### src/rtl/cla_pkg.sv
// Shared constants and FSM encoding for the nibble-serial CLA sequencer.
package cla_pkg;

  localparam int NIBBLE_W = 4;

  typedef enum logic [1:0] {
    IDLE = 2'd0,
    RUN  = 2'd1,
    DONE = 2'd2
  } state_t;

endpackage

### src/rtl/cla_nibble_sequencer_if.sv
// Operand request and result handshakes of the nibble-serial wide adder.
interface cla_nibble_sequencer_if #(
  parameter int WIDTH = 16
);

  logic             in_valid;
  logic             in_ready;
  logic [WIDTH-1:0] a;
  logic [WIDTH-1:0] b;
  logic             cin;
  logic             out_valid;
  logic             out_ready;
  logic [WIDTH-1:0] sum;
  logic             cout;

  modport master (
    output in_valid, a, b, cin, out_ready,
    input  in_ready, out_valid, sum, cout
  );

  modport slave (
    input  in_valid, a, b, cin, out_ready,
    output in_ready, out_valid, sum, cout
  );

endinterface

### src/rtl/carry_look_ahead_adder.sv
// 4-bit carry look-ahead adder: all internal carries from generate/propagate terms.
module carry_look_ahead_adder (
  input  logic [3:0] A,
  input  logic [3:0] B,
  input  logic       Cin,
  output logic [3:0] S,
  output logic       Cout
);

  logic [3:0] g;
  logic [3:0] p;
  logic [4:0] c;

  assign g = A & B;
  assign p = A ^ B;

  assign c[0] = Cin;
  assign c[1] = g[0] | (p[0] & Cin);
  assign c[2] = g[1] | (p[1] & g[0]) | (p[1] & p[0] & Cin);
  assign c[3] = g[2] | (p[2] & g[1]) | (p[2] & p[1] & g[0]) | (p[2] & p[1] & p[0] & Cin);
  assign c[4] = g[3] | (p[3] & g[2]) | (p[3] & p[2] & g[1]) | (p[3] & p[2] & p[1] & g[0])
              | (p[3] & p[2] & p[1] & p[0] & Cin);

  assign S    = p ^ c[3:0];
  assign Cout = c[4];

endmodule

### src/rtl/cla_nibble_sequencer.sv
// WIDTH-bit adder built from one 4-bit CLA stepped LSB nibble first, with a registered carry.
module cla_nibble_sequencer
  import cla_pkg::*;
#(
  parameter int WIDTH = 16
) (
  input  logic                   clk,
  input  logic                   rst,
  cla_nibble_sequencer_if.slave  bus
);

  localparam int NIB    = WIDTH / NIBBLE_W;
  localparam int IDX_W  = (NIB > 1) ? $clog2(NIB) : 1;
  localparam int BASE_W = $clog2(WIDTH);

  generate
    if ((WIDTH % NIBBLE_W) != 0 || WIDTH < NIBBLE_W) begin : g_bad_width
      $error("cla_nibble_sequencer: WIDTH must be a positive multiple of 4");
    end
  endgenerate

  state_t              state;
  state_t              state_nxt;
  logic [WIDTH-1:0]    a_q;
  logic [WIDTH-1:0]    b_q;
  logic                c_q;
  logic [IDX_W-1:0]    idx;
  logic [WIDTH-1:0]    sum_q;
  logic                cout_q;
  logic                in_ready;
  logic                out_valid;
  logic                accept;
  logic                last;
  logic [BASE_W-1:0]   base;
  logic [NIBBLE_W-1:0] nib_sum;
  logic                nib_cout;

  assign accept = bus.in_valid & in_ready;
  assign last   = (idx == IDX_W'(NIB - 1));
  // Bit offset of the current nibble; truncation only matters for WIDTH==4 where idx is 0.
  assign base   = BASE_W'({idx, 2'b00});

  carry_look_ahead_adder u_cla (a_q[base +: NIBBLE_W], b_q[base +: NIBBLE_W], c_q, nib_sum, nib_cout);

  always_ff @(posedge clk or posedge rst) begin
    if (rst) state <= IDLE;
    else     state <= state_nxt;
  end

  always_comb begin
    state_nxt = state;
    case (state)
      IDLE:    if (bus.in_valid) state_nxt = RUN;
      RUN:     if (last) state_nxt = DONE;
      DONE:    if (bus.out_ready) state_nxt = bus.in_valid ? RUN : IDLE;
      default: state_nxt = IDLE;
    endcase
  end

  always_comb begin
    in_ready  = 1'b0;
    out_valid = 1'b0;
    case (state)
      IDLE:    in_ready = 1'b1;
      DONE: begin
        in_ready  = bus.out_ready;
        out_valid = 1'b1;
      end
      default: ;
    endcase
  end

  // Operand copies carry no reset: they are only read after a handshake loads them.
  always_ff @(posedge clk) begin
    if (accept) begin
      a_q <= bus.a;
      b_q <= bus.b;
    end
  end

  always_ff @(posedge clk or posedge rst) begin
    if (rst) begin
      c_q    <= 1'b0;
      idx    <= '0;
      sum_q  <= '0;
      cout_q <= 1'b0;
    end else if (accept) begin
      c_q <= bus.cin;
      idx <= '0;
    end else if (state == RUN) begin
      sum_q[base +: NIBBLE_W] <= nib_sum;
      c_q                     <= nib_cout;
      idx                     <= last ? '0 : idx + IDX_W'(1);
      if (last) cout_q <= nib_cout;
    end
  end

  assign bus.in_ready  = in_ready;
  assign bus.out_valid = out_valid;
  assign bus.sum       = sum_q;
  assign bus.cout      = cout_q;

endmodule

### src/flat_wrapper.sv
// flat-port wrapper written by rule: the top's interface ports become plain ports
module cla_nibble_sequencer_flat import cla_pkg::*;
#(
  parameter int WIDTH = 16
)
  (clk, rst, bus_in_valid, bus_a, bus_b, bus_cin, bus_out_ready, bus_in_ready, bus_out_valid, bus_sum, bus_cout);
  cla_nibble_sequencer_if #(.WIDTH(WIDTH)) bus_i ();
  input  logic clk;
  input  logic rst;
  input wire logic [$bits(bus_i.in_valid)-1:0] bus_in_valid;
  input wire logic [$bits(bus_i.a)-1:0] bus_a;
  input wire logic [$bits(bus_i.b)-1:0] bus_b;
  input wire logic [$bits(bus_i.cin)-1:0] bus_cin;
  input wire logic [$bits(bus_i.out_ready)-1:0] bus_out_ready;
  output wire logic [$bits(bus_i.in_ready)-1:0] bus_in_ready;
  output wire logic [$bits(bus_i.out_valid)-1:0] bus_out_valid;
  output wire logic [$bits(bus_i.sum)-1:0] bus_sum;
  output wire logic [$bits(bus_i.cout)-1:0] bus_cout;
  assign bus_i.in_valid = bus_in_valid;
  assign bus_i.a = bus_a;
  assign bus_i.b = bus_b;
  assign bus_i.cin = bus_cin;
  assign bus_i.out_ready = bus_out_ready;
  assign bus_in_ready = bus_i.in_ready;
  assign bus_out_valid = bus_i.out_valid;
  assign bus_sum = bus_i.sum;
  assign bus_cout = bus_i.cout;
  cla_nibble_sequencer #(.WIDTH(WIDTH)) u_core (.clk(clk), .rst(rst), .bus(bus_i));
endmodule
### config.mk
export PLATFORM = sky130hd
export DESIGN_NAME = cla_nibble_sequencer_flat
export DESIGN_NICKNAME = d
export VERILOG_FILES = /design/src/rtl/cla_pkg.sv /design/src/rtl/cla_nibble_sequencer_if.sv /design/src/rtl/carry_look_ahead_adder.sv /design/src/rtl/cla_nibble_sequencer.sv /design/src/flat_wrapper.sv
export SDC_FILE = /design/constraint.sdc
export NUM_CORES = 1
export LEC_CHECK = 0
export ABC_AREA = 1
export ABC_CLOCK_PERIOD_IN_PS = 2800
export CAP_MARGIN = 10
export CORE_MARGIN = 2
export CORE_UTILIZATION = 30
export DETAILED_ROUTE_END_ITERATION = 12
export PLACE_DENSITY = 0.63
export SYNTH_ARGS = -nofsm -noshare
export SYNTH_HDL_FRONTEND = slang
export SYNTH_SLANG_ARGS = --single-unit
### constraint.sdc
create_clock -name clk -period 2.8 [get_ports clk]
set_clock_uncertainty 0.15 [all_clocks]
set_input_delay 0.42 -clock clk [delete_from_list [all_inputs] [get_ports clk]]
set_output_delay 0.42 -clock clk [all_outputs]
set_load 0.02 [all_outputs]
==> flow_summary.json <==
{
  "drt_iter0_markers": 64,
  "finalWorstSetupSlack_ns": 0.468,
  "antenna_found_initial": 0,
  "use_met3": 0.0249,
  "ys_seq_area_frac": 0.625,
  "clk_latency_ns": 0.31,
  "syn-cell-area_um2": 2420,
  "intPower_mw": 1.94,
  "dp_hpwl_um": 3670,
  "nets": 333,
  "yosysMostFrequentCell": "nand2_1",
  "start_kind": "flip-flop",
  "ant_nets": 0,
  "met2_usage": 0.181,
  "place.gp.congestion": 0.869,
  "cap_violations": 0,
  "pwr-share-seq": 0.335,
  "fmax_ghz": 0.429,
  "crit_slowest_cell": "dfrtp_1",
  "synth_area_leaders": "edfxtp_1 40%, dfrtp_1 23%, nand2_1 6.7%",
  "synth_top_area_cell": "edfxtp_1",
  "end_kind": "flip-flop",
  "cts_tree": "built",
  "wl_per_cell_um": 12.7,
  "rows": 32,
  "ir_drop_uv": 357,
  "cts_hold_buf": 0,
  "p_sw_frac": 0.438,
  "postSynthCellCount": 224,
  "worst_slew_pin_slew_ns": 0.850,
  "grt_pass1_wl_um": 8010,
  "grt_pass1_vias": 1724,
  "first_pass_iters": 4,
  "dieArea_um2": 8800,
  "htree_levels": 2,
  "ys_ff_latch": 54,
  "p_clk_frac": 0.122,
  "hold_viol_final": 0,
  "grt_usage": 0.116,
  "die_x_um": 93.8,
  "area_growth_pct": 31.5,
  "clkTransAtPathRegs_ns": 0.09,
  "cp_cell_sequence": "inv_1, o21ai_0, o22ai_1, ha_1, nand2_1, nand2_1, inv_1, nor2_1, nand2_1, nand2_1, nor2_2, nand3_1, nand2_1",
  "ys.flop_type": "edfxtp_1",
  "power_density_nw_per_um2": 1080,
  "post_cts_buffers": 0,
  "setup_viol": 0,
  "grt_max_degree": 34,
  "cts_sinks": 54,
  "slew_headroom": 0.433,
  "p_leak_nw": 1.32,
  "design.portCount": 56,
  "status": "finished, final reports clean",
  "cts_resized": 0,
  "top_usage_layer": "met2",
  "route.detailed.drc": 0,
  "cp_slowest_stage_delay_ns": 0.39,
  "ys_async_sr_fraction": 0.407,
  "power.share.combinational": 0.543,
  "synth_nets": 272,
  "antennaDiodeCount": 0,
  "io_buffers": 55,
  "finalCritPeriodShare": 0.833,
  "rsz0062_at_grt": "no",
  "die_height_um": 93.8,
  "min_period_ns": 2.33,
  "yosysWarnings": 0,
  "cp_common_cell": "nand2_1",
  "gr-usage-met1": 0.159,
  "arrival_ns": 2.43,
  "placeableCoreArea_um2": 7770,
  "crit_fanout": 11,
  "num_vias": 1725,
  "cts_buffers": 5,
  "switchingPower_mw": 1.51,
  "drv_slew": 0,
  "cts_root_buf": "clkbuf_8",
  "synth-edff-count": 32,
  "drive_above_1_share": 0.0909,
  "syn_avg_cell_area_um2": 10.8,
  "required_ns": 2.90,
  "ys_types": 28,
  "reg2reg_slack_ns": 0.47,
  "place_ws_ns": 0.496,
  "gr-total-overflow": 0,
  "routed_via_density": 4.45,
  "synth_top_area_share": 0.397,
  "cts_buffer_depth": 2,
  "start_util": 0.311,
  "hold_path_class": "reg -> reg",
  "synth_common_cells": "43 x nand2_1, 32 x edfxtp_1, 30 x o21ai_0",
  "wl_um": 4930,
  "finalSetupTns_ns": 0,
  "critPathKind": "reg -> reg"
}
state kept, by name (all words and copies together) (netlist names):
| register | flops |
|---|---|
| u_core.a_q | 16 |
| u_core.b_q | 16 |
| u_core.idx | 2 |
| u_core.c_q | 1 |
| u_core.bus.cout | 1 |
| u_core.bus.sum | 16 |
| u_core.state | 2 |
worst paths after layout:
kind,start,endpoint,depth (start not counted)
setup reg to reg,u_core.idx[1],u_core.bus.sum[6],13
hold / removal,u_core.bus.cout,u_core.bus.cout,2
max in group asynchronous,rst,u_core.bus.sum[11],2
setup / recovery,u_core.idx[1],u_core.bus.sum[6],13
hold reg to reg,u_core.bus.cout,u_core.bus.cout,2
min in group asynchronous,rst,u_core.state[0],2
final cells by class:
class                      count  area [um2]
multi-input combinational    141         785
inverter                      23        86.3
fill                         761        4590
clock inverter                 2        10.0
sequential                    54        1510
timing repair buffer          60         588
tap                          102         128
clock buffer                   6        72.6
stage by stage:
step / util / instance area, um2 / hold WS (ns) / total power [mW] / std cells
final: 0.409 / 3180 / 0.339 / 3.45 / 388
after global routing: 0.409 / 3180 / 0.369 / 3.74 / 388
after CTS: 0.409 / 3180 / 0.341 / 3.47 / 388
after detailed placement: 0.399 / 3100 / 0.321 / 3.04 / 380
after global placement: 0.399 / 3100 / 0.317 / 3.00 / 380
after floorplan: - / 2420 / 0.259 / 2.46 / 224
power groups by stage:
| stage | logic, mW | registers [mW] | clock network, mW |
|---|---|---|---|
| after floorplan | 1.21 | 1.25 | 0 |
| after global placement | 1.83 | 1.17 | 0 |
| after detailed placement | 1.87 | 1.17 | 0 |
| after CTS | 1.87 | 1.16 | 0.442 |
| after global routing | 2.09 | 1.18 | 0.464 |
| final | 1.87 | 1.15 | 0.419 |
layout by cell type (no fill, tap or decap):
| cell type | netlist | routed |
|---|---|---|
| ha_1 | 10 | 10 |
| nand4_1 | 1 | 1 |
| dfrtp_1 | 22 | 22 |
| a22o_1 | 1 | 1 |
| clkdlybuf4s50_1 | 0 | 55 |
| a21oi_1 | 2 | 2 |
| clkinv_2 | 0 | 2 |
| nand2_1 | 43 | 43 |
| nand2_2 | 3 | 3 |
| fa_1 | 1 | 1 |
| nand3_2 | 2 | 2 |
| o22ai_1 | 8 | 8 |
| o31ai_2 | 1 | 1 |
| xnor2_1 | 1 | 1 |
| clkbuf_8 | 0 | 5 |
| inv_1 | 22 | 22 |
| nand4_2 | 1 | 1 |
| nor2_4 | 2 | 2 |
| edfxtp_1 | 32 | 32 |
| nand3_1 | 6 | 6 |
| nor2_1 | 24 | 24 |
| o21bai_2 | 1 | 1 |
| buf_4 | 1 | 5 |
| inv_2 | 1 | 1 |
| o21ai_0 | 30 | 30 |
| nor2_2 | 3 | 3 |
| clkbuf_1 | 1 | 1 |
| o31ai_1 | 1 | 1 |
cells by family (layout without fill, tap and decap cells):
family / after synthesis / in the layout / share of synthesized area
adders and majority gates: 11 / 11 / 0.0600
AOI/OAI and AO/OA: 44 / 44 / 0.103
xor gates and xnor gates: 1 / 1 / 0.00362
and+or+nand+nor: 85 / 85 / 0.157
DFF: 54 / 54 / 0.625
buffers and inverters: 29 / 91 / 0.0507
worst max-delay path, delay by kind of cell, from the launching register on:
kind,cells,cell delay [ns]
and+or+nand+nor,8,0.67
DFF,1,0.39
AOI/OAI and AO/OA,2,0.39
buffers and inverters,2,0.36
adders and majority gates,1,0.32
metal layers:
layer	up-vias	routed length, um
met1	789	2270
met4	0	46
met3	6	312
met2	55	2300
li1	875	-
met5	-	0
No activity file was read; power rests on OpenSTA's default activity.
